==> src/rtl/clock_display_scanner_if.sv <==
// Display-side bundle for clock_display_scanner. It carries the BCD time,
// the alarm flag and enable toward the scanner, and the multiplexed
// seven-segment drive back out.
interface clock_display_scanner_if;
    logic       ena;    // display enable; 0 blanks every digit
    logic [7:0] hh;     // hours, BCD {tens,ones}
    logic [7:0] mm;     // minutes, BCD {tens,ones}
    logic [7:0] ss;     // seconds, BCD {tens,ones}
    logic       alarm;  // alarm active, drives the blink
    logic [6:0] seg;    // segments {g,f,e,d,c,b,a}
    logic       dp;     // decimal point
    logic [5:0] an;     // digit select, an[0] = seconds ones

    // Clock core / test side: drives time and control, observes the drive.
    modport master (
        output ena, hh, mm, ss, alarm,
        input  seg, dp, an
    );

    // Scanner side: consumes time and control, produces the display drive.
    modport slave (
        input  ena, hh, mm, ss, alarm,
        output seg, dp, an
    );
endinterface

==> src/rtl/clock_display_scanner.sv <==
// Six-digit multiplexed seven-segment scanner for the digital clock.
// Each digit is held for REFRESH_DIV cycles in the order ss ones, ss tens,
// mm ones, mm tens, hh ones, hh tens. The time is snapshotted once per scan
// frame so a frame never mixes two different times. While the alarm is
// active the whole display blinks with a half-period of BLINK_DIV cycles.
// Outputs are registered, one cycle behind the index/counter state.
module clock_display_scanner #(
    parameter int REFRESH_DIV = 1000,  // cycles per digit (min 2)
    parameter int BLINK_DIV   = 50000, // cycles per blink half-period (min 2)
    parameter bit ACTIVE_LOW  = 1'b1   // 1: seg/dp/an active-low
) (
    input  logic                    clk,
    input  logic                    reset,
    clock_display_scanner_if.slave  disp
);

    // ------------------------------------------------------------------
    // Local constants
    // ------------------------------------------------------------------
    localparam int REF_W = (REFRESH_DIV > 1) ? $clog2(REFRESH_DIV) : 1;
    localparam int BLK_W = (BLINK_DIV > 1) ? $clog2(BLINK_DIV) : 1;

    localparam logic [REF_W-1:0] REF_LAST = REF_W'(REFRESH_DIV - 1);
    localparam logic [BLK_W-1:0] BLK_LAST = BLK_W'(BLINK_DIV - 1);

    // Inactive drive levels, used in reset and whenever a digit is off.
    localparam logic [5:0] AN_OFF  = ACTIVE_LOW ? 6'h3F : 6'h00;
    localparam logic [6:0] SEG_OFF = ACTIVE_LOW ? 7'h7F : 7'h00;
    localparam logic       DP_OFF  = ACTIVE_LOW;

    // Scan position; the encoding doubles as the an[] bit position.
    typedef enum logic [2:0] {
        DIG_SS_ONES = 3'd0,
        DIG_SS_TENS = 3'd1,
        DIG_MM_ONES = 3'd2,
        DIG_MM_TENS = 3'd3,
        DIG_HH_ONES = 3'd4,
        DIG_HH_TENS = 3'd5
    } digit_e;

    // ------------------------------------------------------------------
    // BCD nibble to active-high segments; non-decimal nibbles show a dash.
    // ------------------------------------------------------------------
    function automatic logic [6:0] seg_decode(input logic [3:0] nib);
        logic [6:0] s;
        case (nib)
            4'd0:    s = 7'h3F;
            4'd1:    s = 7'h06;
            4'd2:    s = 7'h5B;
            4'd3:    s = 7'h4F;
            4'd4:    s = 7'h66;
            4'd5:    s = 7'h6D;
            4'd6:    s = 7'h7D;
            4'd7:    s = 7'h07;
            4'd8:    s = 7'h7F;
            4'd9:    s = 7'h6F;
            default: s = 7'h40;
        endcase
        return s;
    endfunction

    // ------------------------------------------------------------------
    // State
    // ------------------------------------------------------------------
    logic [REF_W-1:0] refresh_cnt_q, refresh_cnt_d;
    digit_e           digit_q,       digit_d;
    logic [23:0]      snap_q,        snap_d;
    logic [BLK_W-1:0] blink_cnt_q,   blink_cnt_d;
    logic             blink_q,       blink_d;
    logic [5:0]       an_q,          an_d;
    logic [6:0]       seg_q,         seg_d;
    logic             dp_q,          dp_d;

    // Combinational helpers
    logic        refresh_wrap;
    logic        capture;
    logic [23:0] time_src;
    logic [3:0]  nibble;
    logic [5:0]  an_onehot;
    logic        dp_slot;
    logic        blank;

    // Refresh counter and digit sequencing: advance the digit on each wrap.
    always_comb begin
        // NOTE: every always_comb output gets a default first so that no path
        // leaves it unassigned; a missing default would infer a latch.
        refresh_cnt_d = refresh_cnt_q + REF_W'(1);
        digit_d       = digit_q;
        refresh_wrap  = (refresh_cnt_q == REF_LAST);

        if (refresh_wrap) begin
            refresh_cnt_d = '0;
            case (digit_q)
                DIG_SS_ONES: digit_d = DIG_SS_TENS;
                DIG_SS_TENS: digit_d = DIG_MM_ONES;
                DIG_MM_ONES: digit_d = DIG_MM_TENS;
                DIG_MM_TENS: digit_d = DIG_HH_ONES;
                DIG_HH_ONES: digit_d = DIG_HH_TENS;
                default:     digit_d = DIG_SS_ONES;
            endcase
        end
    end

    // Frame snapshot: capture the live time at the start of every frame.
    always_comb begin
        capture  = (refresh_cnt_q == '0) && (digit_q == DIG_SS_ONES);
        snap_d   = snap_q;
        if (capture) begin
            snap_d = {disp.hh, disp.mm, disp.ss};
        end
        // In the capture cycle the snapshot register still holds the previous
        // frame, so decode straight from the value being captured.
        time_src = snap_d;
    end

    // Blink timer: runs only while the alarm is up, cleared otherwise.
    always_comb begin
        blink_cnt_d = '0;
        blink_d     = 1'b0;
        if (disp.alarm) begin
            blink_d = blink_q;
            if (blink_cnt_q == BLK_LAST) begin
                blink_cnt_d = '0;
                blink_d     = ~blink_q;
            end else begin
                blink_cnt_d = blink_cnt_q + BLK_W'(1);
            end
        end
    end

    // Digit select, nibble pick and separator position for the current index.
    always_comb begin
        nibble    = time_src[3:0];
        an_onehot = 6'b00_0001;
        dp_slot   = 1'b0;
        case (digit_q)
            DIG_SS_ONES: begin
                nibble    = time_src[3:0];
                an_onehot = 6'b00_0001;
            end
            DIG_SS_TENS: begin
                nibble    = time_src[7:4];
                an_onehot = 6'b00_0010;
            end
            DIG_MM_ONES: begin
                nibble    = time_src[11:8];
                an_onehot = 6'b00_0100;
                dp_slot   = 1'b1;
            end
            DIG_MM_TENS: begin
                nibble    = time_src[15:12];
                an_onehot = 6'b00_1000;
            end
            DIG_HH_ONES: begin
                nibble    = time_src[19:16];
                an_onehot = 6'b01_0000;
                dp_slot   = 1'b1;
            end
            DIG_HH_TENS: begin
                nibble    = time_src[23:20];
                an_onehot = 6'b10_0000;
            end
            default: begin
                nibble    = time_src[3:0];
                an_onehot = 6'b00_0000;
            end
        endcase
    end

    // Output drive: blank on disable or blink-off phase, then apply polarity.
    always_comb begin
        // The blink phase only blanks while the alarm is still up, so dropping
        // the alarm restores the display on the very next registered output.
        blank = ~disp.ena | (disp.alarm & blink_q);
        an_d  = AN_OFF;
        seg_d = SEG_OFF;
        dp_d  = DP_OFF;
        if (!blank) begin
            an_d  = ACTIVE_LOW ? ~an_onehot            : an_onehot;
            seg_d = ACTIVE_LOW ? ~seg_decode(nibble)   : seg_decode(nibble);
            dp_d  = ACTIVE_LOW ? ~dp_slot              : dp_slot;
        end
    end

    // State and output registers with synchronous reset.
    always_ff @(posedge clk) begin
        // NOTE: sequential state uses non-blocking assignments only, so every
        // register samples the pre-edge values regardless of statement order.
        if (reset) begin
            refresh_cnt_q <= '0;
            digit_q       <= DIG_SS_ONES;
            snap_q        <= 24'h0;
            blink_cnt_q   <= '0;
            blink_q       <= 1'b0;
            an_q          <= AN_OFF;
            seg_q         <= SEG_OFF;
            dp_q          <= DP_OFF;
        end else begin
            refresh_cnt_q <= refresh_cnt_d;
            digit_q       <= digit_d;
            snap_q        <= snap_d;
            blink_cnt_q   <= blink_cnt_d;
            blink_q       <= blink_d;
            an_q          <= an_d;
            seg_q         <= seg_d;
            dp_q          <= dp_d;
        end
    end

    assign disp.an  = an_q;
    assign disp.seg = seg_q;
    assign disp.dp  = dp_q;

endmodule

==> src/flat_wrapper.sv <==
// flat-port wrapper written by rule: the top's interface ports become plain ports
module clock_display_scanner_flat 
#(
    parameter int REFRESH_DIV = 1000,                             
    parameter int BLINK_DIV   = 50000,                                        
    parameter bit ACTIVE_LOW  = 1'b1                             
)
  (clk, reset, disp_ena, disp_hh, disp_mm, disp_ss, disp_alarm, disp_seg, disp_dp, disp_an);
  clock_display_scanner_if disp_i ();
  input  logic clk;
  input  logic reset;
  input wire logic [$bits(disp_i.ena)-1:0] disp_ena;
  input wire logic [$bits(disp_i.hh)-1:0] disp_hh;
  input wire logic [$bits(disp_i.mm)-1:0] disp_mm;
  input wire logic [$bits(disp_i.ss)-1:0] disp_ss;
  input wire logic [$bits(disp_i.alarm)-1:0] disp_alarm;
  output wire logic [$bits(disp_i.seg)-1:0] disp_seg;
  output wire logic [$bits(disp_i.dp)-1:0] disp_dp;
  output wire logic [$bits(disp_i.an)-1:0] disp_an;
  assign disp_i.ena = disp_ena;
  assign disp_i.hh = disp_hh;
  assign disp_i.mm = disp_mm;
  assign disp_i.ss = disp_ss;
  assign disp_i.alarm = disp_alarm;
  assign disp_seg = disp_i.seg;
  assign disp_dp = disp_i.dp;
  assign disp_an = disp_i.an;
  clock_display_scanner #(.REFRESH_DIV(REFRESH_DIV), .BLINK_DIV(BLINK_DIV), .ACTIVE_LOW(ACTIVE_LOW)) u_core (.clk(clk), .reset(reset), .disp(disp_i));
endmodule
==> config.mk <==
export PLATFORM = sky130hd
export DESIGN_NAME = clock_display_scanner_flat
export DESIGN_NICKNAME = d
export VERILOG_FILES = /design/src/rtl/clock_display_scanner_if.sv /design/src/rtl/clock_display_scanner.sv /design/src/flat_wrapper.sv
export SDC_FILE = /design/constraint.sdc
export NUM_CORES = 1
export LEC_CHECK = 0
export ABC_AREA = 1
export ABC_CLOCK_PERIOD_IN_PS = 2900
export CORE_MARGIN = 2
export CORE_UTILIZATION = 45
export CTS_CLUSTER_SIZE = 28
export DETAILED_ROUTE_END_ITERATION = 10
export GPL_TIMING_DRIVEN = 1
export HOLD_SLACK_MARGIN = 0.12
export PLACE_DENSITY = 0.67
export SLEW_MARGIN = 20
export SYNTH_ARGS = -nofsm -noshare
export SYNTH_HDL_FRONTEND = slang
export SYNTH_SLANG_ARGS = --single-unit
==> constraint.sdc <==
create_clock -name clk -period 2.9 [get_ports clk]
set_input_delay 0.58 -clock clk [delete_from_list [all_inputs] [get_ports clk]]
set_output_delay 0.58 -clock clk [all_outputs]
set_load 0.02 [all_outputs]
* Yosys cells after proc, flatten, opt, wreduce, memory -nomap -nowiden
Memories as Yosys holds them, arrays and structs flattened.
Cells that the tools add are included.
** Word-level totals
- Latch bits :: 0
- Memories :: 1
- Bits in read-only memories :: 112
- Output and inout bits :: 14
- Word-level logic and storage cells :: 40
- Flip-flop bits (word level) :: 68
- RAM bits :: 0
** Operators by class
- Equality and inequality tests :: 7
- Add/sub/neg operators :: 2
- Divide/modulo/power cells :: 0
- Bitwise gates (word level) :: 8
- Shift operators :: 0
- Order comparisons :: 0
- Reductions and logical operators :: 8
- $mul :: 0
- Muxes and demuxes :: 6
** Memory list
- (no name shown) :: depth 16, bits a word 7, rd ports 1, clocked after Yosys merged registers in 0, write ports 0, RTL line clock_display_scanner.sv:46 : case (nib)
** Operators by type and width (count)
- 6-bit one-hot mux with 6 select lines :: 1
- 24-bit two-way mux :: 1
- 4-bit one-hot mux with 5 select lines :: 1
- 16-bit by 1-bit adder with 16-bit output, second input constant :: 1
- 16-bit == test, second input constant :: 1
- 3-bit one-hot mux with 5 select lines :: 1
- 10-bit by 1-bit adder with 10-bit output, second input constant :: 1
- 10-bit == test, second input constant :: 1
- 10-bit zero test :: 1
- 2-bit OR reduction :: 4
- 7-bit two-way mux :: 1
- 7-bit inverter :: 1
- 3-bit by 2-bit == test with 1-bit output, second input constant :: 2
- 3-bit == test, second input constant :: 2
- 6-bit inverter :: 1
- 1-bit inverter :: 4
- 3-bit by 1-bit == test with 1-bit output, second input constant :: 1
- 3-bit zero test :: 1
- 3-bit OR reduction :: 1
- 1-bit bitwise AND :: 1
- 1-bit logical AND :: 1
- 1-bit two-way mux :: 1
- 1-bit OR :: 1

* Logic depth before layout (Yosys ltp)
Gate-level depths: netlist of run 1.
An unclocked memory read counts as a cell.
- Word-level depth :: 7
- Depth in mapped cells :: 19

* Worst setup path before layout of run 1
Ideal clock, no wire load.
- Kind :: reg-to-reg
- From :: reg u_core.refresh_cnt_q[0]
- To :: reg u_core.seg_q[3], in the netlist u_core.disp.seg[3]
- Cell stages (with the launch flop) :: 19
- Data arrival time :: 1994 ps
- Library setup time :: 133 ps
- Clock period less this slack :: 2128 ps
- Path slack :: 772 ps
- Path through :: dfxtp_1 inv_1 ha_1 nand2_2 nor2_8 nand2_4 buf_6 nand2_1 nand3_1 nand2_1 nor2_1 nand2_1 nand2_2 inv_1 ha_1 inv_1 nand3_1 nand3_1 nand3_1
** Between the ends
- Longest elaborated chain between the ends :: 7
** Ends and longest elaborated chain
- start, declared :: RTL line clock_display_scanner.sv:65 : logic [REF_W-1:0] refresh_cnt_q, refresh_cnt_d;
- start signal, assigned :: RTL line clock_display_scanner.sv:199 : refresh_cnt_q <= refresh_cnt_d;
- 10-bit zero test :: RTL line clock_display_scanner.sv:106 : capture = (refresh_cnt_q == '0) && (digit_q == DIG_SS_ONES);
- 1-bit logical AND :: RTL line clock_display_scanner.sv:106
- 24-bit two-way mux :: RTL line clock_display_scanner.sv:108 : if (capture) begin
- 4-bit one-hot mux with 5 select lines :: RTL line clock_display_scanner.sv:136 : case (digit_q)
- memory read 16 x 7 bit
- 7-bit two-way mux :: RTL line clock_display_scanner.sv:178 : if (!blank) begin
- 7-bit inverter :: RTL line clock_display_scanner.sv:180 : seg_d = ACTIVE_LOW ? ~seg_decode(nibble) : seg_decode(nibble);
- end signal, assigned :: RTL line clock_display_scanner.sv:205 : seg_q <= seg_d;
- end, declared :: RTL line clock_display_scanner.sv:71 : logic [6:0] seg_q, seg_d;
No other way between the ends. The select of a mux whose other input is x is not followed.
A chain may end at the register's enable or synchronous reset.

* Worst setup path in the final report of run 1
Same ends and word-level chain as after synthesis.

==> metrics.yaml, run 1 <==
clocking:
  cts_root_buf: "clkbuf_8"
  tritoncts_num_sinks: 68
  hold_buffers: 0
  cts_setup_buffers: 0
  cts_resized: 0
  clock_latency_ns: 0.36
  h-tree-depth: 3
  path_clk_slew_ns: 0.08
  cts.path.max_buffers: 2
  cts_tree: "done"
  numCtsBuffers: 9
global_routing:
  antenna_found_initial: 0
  grt_pass1_wl_microns: 11800
  grt_start_max_net_pins: 28
  grt.total_usage_pct: 18.1
  grt-ovfl-total: 0
  grt_pass1_vias: 2677
sta:
  finalCritPeriodShare_pct: 85.7
  hold_ws_ns: 0.453
  fmax_ghz: 0.402
  setup-tns-final_ns: 0
  rsz0062_at_grt: "false"
  relSlewSlack_pct: 56.6
  finalMaxSlewViolations: 0
  hold_violations: 0
  tightestPinTransition_ns: 0.644
  fin_skew_ns: 0.0118
  timing.final.crit_period_ns: 2.49
  setup_viol: 0
synth:
  synth-edff-count: 0
  yosysWarnings: 0
  synth_flop_cell: "dfxtp_1"
  ys_seq_area_share_pct: 40.7
  ys_types: 38
  syn-cell-area_sq_mm: 0.00334
  syn_nets: 494
  synth-seq-cells: 68
  syn_area_per_cell_sq_um: 7.30
  async_reset_ff_share_pct: 0
  syn_inst: 458
power_and_ir_drop:
  powerDensity_mw_per_mm2: 560
  p_leak_nw: 1.79
  ir_drop_v: 0.000220
  power_mw: 2.28
floorplan:
  die_w_microns: 90.2
  dieArea_sq_mm: 0.00814
  initial_utilization_pct: 46.3
  die_h_microns: 90.2
  num_io_pins: 42
  coreArea_sq_mm: 0.00721
  rows: 31
final_layout:
  diodes: 0
  final_common_cell: "nand2_1"
  fin_cells: 609
  regArea_sq_mm: 0.00136
  multi_input_area_sq_mm: 0.00166
  nNetsFinal: 541
  fillers: 702
  drive_gt1_share_pct: 11.2
  layout_common_cells: "nand2_1 (99), dfxtp_1 (68), nor2_1 (63)"
  syn_to_final_growth_pct: 22.0
drt:
  wl_microns: 6820
  ant_nets: 0
  via_per_inst: 4.74
  route.detailed.drc: 0
  vias: 2889
  wl_per_cell_microns: 11.2
  dr.pass1.iters: 4
  drtIter0Drc: 101
worst_setup_path:
  cp.arrival_ns: 2.71
  crit_path_end_kind: "flip-flop"
  rrSetupSlack_ns: 0.41
  cp-start-kind: "flip-flop"
  crit_type: "flip-flop to flip-flop"
  path_max_fanout: 23
  required_ns: 3.13
outcome:
  status: "completed"
placed_design:
  io_buffer_count: 41
  placed_cells_incl_taps: 593
  gp_congestion: 0.832
  dp_hpwl_microns: 5010
hold_path:
  worst_hold_path_type: "flip-flop to flip-flop"
run:
  cap_violations: 0
[critical path, cell delays in order (launching register included)]
cell	delay, ns
dfxtp_1	0.34
inv_1	0.06
ha_1	0.15
nand2_2	0.11
nor2_8	0.23
nand2_4	0.22
inv_2	0.14
nand2_1	0.08
nand2_1	0.06
nand2_1	0.05
nand2_1	0.06
clkinv_1	0.06
nand2_1	0.07
nand2_2	0.10
inv_1	0.09
ha_1	0.22
inv_1	0.05
nand3_1	0.09
nand3_1	0.10
nand3_1	0.06
[where the power goes]
part           internal, mW  total [mW]  switching, mW
registers             0.991        1.01         0.0164
logic                 0.149       0.372          0.224
clock network         0.532       0.903          0.371
total                  1.67        2.28          0.611
[stage by stage]
step,worst slack (ns),instance area [sq um],utilization (%)
2_1_floorplan,0.772,3340,-
3_3_place_gp,0.481,3840,53.3
3_5_place_dp,0.434,3840,53.3
4_1_cts,0.423,4080,56.5
5_1_grt,0.148,4080,56.5
6_report,0.414,4080,56.5
[path summary, 6_finish.rpt]
kind                           startpoint                     to  cells past startpoint
hold reg to reg     u_core.blink_cnt_q[0]  u_core.blink_cnt_q[0]                      1
setup / recovery  u_core.refresh_cnt_q[0]     u_core.disp.seg[3]                     19
setup reg to reg  u_core.refresh_cnt_q[0]     u_core.disp.seg[3]                     19
hold / removal      u_core.blink_cnt_q[0]  u_core.blink_cnt_q[0]                      1
[cells by family after synthesis]
logic type	synth area share, %
muxes	0.599
DFF	40.7
AOI/OAI and AO/OA	4.87
adders and majority gates	2.99
and+or+nand+nor	39.3
xor gates and xnor gates	1.83
buffers and inverters	9.66
[sequential cells by signal, summed over array words and instances (netlist names)]
| name | flops |
|---|---|
| u_core.snap_q | 24 |
| u_core.disp.an | 6 |
| u_core.blink_q | 1 |
| u_core.disp.seg | 7 |
| u_core.blink_cnt_q | 16 |
| u_core.disp.dp | 1 |
| u_core.refresh_cnt_q | 10 |
| u_core.digit_q | 3 |
[per-layer routing]
metal	track usage (%)	up-vias	share of wire, %
li1	-	1539	-
met1	24.5	1280	51
met2	27.3	54	43
met3	5.20	16	4.6
met4	7.31	0	2.0
met5	0	-	0
[area by class of cell]
type	count	share of cell area [%]
well taps	99	3.04
repair buffers	46	11.0
flip-flops and latches	68	33.4
multi-input cells	313	40.7
clock buffers	11	3.71
inverters	67	6.17
clock inverters	5	2.06
[synthesized netlist by cell type (all sizes together), types with 5 or more instances]
master	instances	area [sq um]
clkbuf	5	18.8
buf	5	52.6
nor2	70	319
dfxtp	68	1360
ha	8	100
nand3b	12	90.1
a21oi	10	53.8
nor3	12	65.1
xor2	5	43.8
nand2	115	502
nand3	49	265
inv	65	244
o21ai	12	63.8
Power figures use the tool's default switching activity.
==> inputs of run 2 (changes only) <==
- CORE_MARGIN: 2 -> 1.5
==> metrics.yaml, run 2 (synthesized netlist as in run 1, its figures left out) <==
sta:
  timing.final.crit_period_ns: 2.52
  fin_skew_ns: 0.00854
  setup-tns-final_ns: 0
  setup_ws_ns: 0.378
  relSlewSlack_pct: 53.7
  finalMaxSlewViolations: 0
  fmax_ghz: 0.396
  hold_ws_ns: 0.450
  tightestPinTransition_ns: 0.687
  finalCritPeriodShare_pct: 87.0
  setup_viol: 0
  hold_violations: 0
  rsz0062_at_grt: "false"
clocking:
  cts_resized: 0
  tritoncts_num_sinks: 68
  cts.path.max_buffers: 2
  hold_buffers: 0
  cts_root_buf: "clkbuf_8"
  h-tree-depth: 3
  path_clk_slew_ns: 0.07
  cts_setup_buffers: 0
  numCtsBuffers: 9
  cts_tree: "done"
  clock_latency_ns: 0.35
drt:
  vias: 2891
  drtIter0Drc: 99
  wl_microns: 6930
  dr.pass1.iters: 5
  route.detailed.drc: 0
  wl_per_cell_microns: 11.4
  via_per_inst: 4.75
  ant_nets: 0
floorplan:
  initial_utilization_pct: 46.3
  dieArea_sq_mm: 0.00796
  num_io_pins: 42
  rows: 31
  die_h_microns: 89.2
  die_w_microns: 89.2
  coreArea_sq_mm: 0.00721
final_layout:
  top_regs: "u_core.snap_q x24, u_core.blink_cnt_q x16, u_core.refresh_cnt_q x10"
  layout_common_cells: "nand2_1 (99), dfxtp_1 (68), nor2_1 (63)"
  diodes: 0
  final_common_cell: "nand2_1"
  fin_cells: 609
  nNetsFinal: 541
  largest_register_ffs: 24
  syn_to_final_growth_pct: 21.0
  regMostFlops: "u_core.snap_q"
  drive_gt1_share_pct: 11.0
hold_path:
  worst_hold_path_type: "flip-flop to flip-flop"
  hp-start: "u_core.blink_cnt_q[0]"
global_routing:
  grt.busiest_layer: "met2"
  gr-usage-met2_pct: 29.2
  grt_pass1_vias: 2609
  grtUsageMet3_pct: 4.06
  use_met1_pct: 26.6
  grt.total_usage_pct: 19.5
  grt_pass1_wl_microns: 11700
  antenna_found_initial: 0
  grt_start_max_net_pins: 28
  grt-ovfl-total: 0
power_and_ir_drop:
  p_int_mw: 1.58
  p_sw_mw: 0.602
  powerDensity_mw_per_mm2: 540
  p_seq_share_pct: 46.1
  p_leak_nw: 1.78
  ir_drop_v: 0.000240
  switching_share_pct: 27.6
  comb_power_share_pct: 17.2
  clockPowerShare_pct: 36.7
worst_setup_path:
  cp.arrival_ns: 2.74
  cp-start-kind: "flip-flop"
  required_ns: 3.12
  path_max_fanout: 23
  crit_path_end_kind: "flip-flop"
  rr_startpoint: "u_core.digit_q[0]"
  critPathLaunch: "u_core.digit_q[0]"
  crit_type: "flip-flop to flip-flop"
placed_design:
  dp_hpwl_microns: 5030
  io_buffer_count: 41
  pre_cts_ws_ns: 0.408
  gp_congestion: 0.834
  placed_cells_incl_taps: 593
outcome:
  status: "completed"
run:
  cap_violations: 0
run 2: cell types whose count changed in the layout (fill, tap and decap cells not counted):
cell | previous run | this run
bufinv_16 | 2 | 1
clkinv_2 | 0 | 2
clkbuf_1 | 0 | 1
clkinv_4 | 1 | 0
clkinvlp_4 | 2 | 1
run 2: worst max-delay path, stage by stage, from the launching register on:
cell and delay (ns):
dfxtp_1 0.35, nor2_4 0.19, nand2_4 0.10, nor2_8 0.24, nand2_4 0.23, inv_2 0.15, nand2_1 0.08, nand2_1 0.06
nand2_1 0.04, nand2_1 0.05, clkinv_1 0.07, nand2_1 0.07, nand2_2 0.11, inv_1 0.10, ha_1 0.23, inv_1 0.06
nand3_1 0.09, nand3_1 0.10, nand3_1 0.07
run 2: worst paths after layout:
path / to / slack [ns] / cells past startpoint
setup / recovery: u_core.disp.seg[3] / 0.38 / 18
hold / removal: u_core.blink_cnt_q[0] / 0.45 / 1
setup reg to reg: u_core.disp.seg[3] / 0.38 / 18
hold reg to reg: u_core.blink_cnt_q[0] / 0.45 / 1
run 2: power groups by stage:
| stage | clock (mW) | combinational (mW) | sequential, mW |
|---|---|---|---|
| 2_1_floorplan | 0 | 0.264 | 1.04 |
| 6_report | 0.801 | 0.375 | 1.01 |
| 3_5_place_dp | 0 | 0.373 | 1.03 |
| 3_3_place_gp | 0 | 0.367 | 1.03 |
| 4_1_cts | 0.818 | 0.375 | 1.01 |
| 5_1_grt | 0.860 | 0.427 | 1.01 |
run 2: area by class of cell:
class	count	area (sq um)
clock inverter	4	47.5
multi-input combinational	313	1660
fill	734	3170
sequential	68	1360
inverter	67	251
clock buffer	12	155
timing repair buffer	46	448
tap	99	124
run 2: per-stage QoR:
step,area [sq um],utilization (%),total power [mW]
6_report,4050,56.1,2.18
5_1_grt,4050,56.1,2.30
4_1_cts,4050,56.1,2.20
3_5_place_dp,3840,53.3,1.40
3_3_place_gp,3840,53.3,1.39
2_1_floorplan,3340,-,1.30
run 2: routing by layer:
layer	wire length, microns	up-vias	share of wire (%)
met4	119	0	1.7
li1	-	1535	-
met3	340	11	4.9
met5	0	-	0
met1	3460	1283	50
met2	3010	62	43
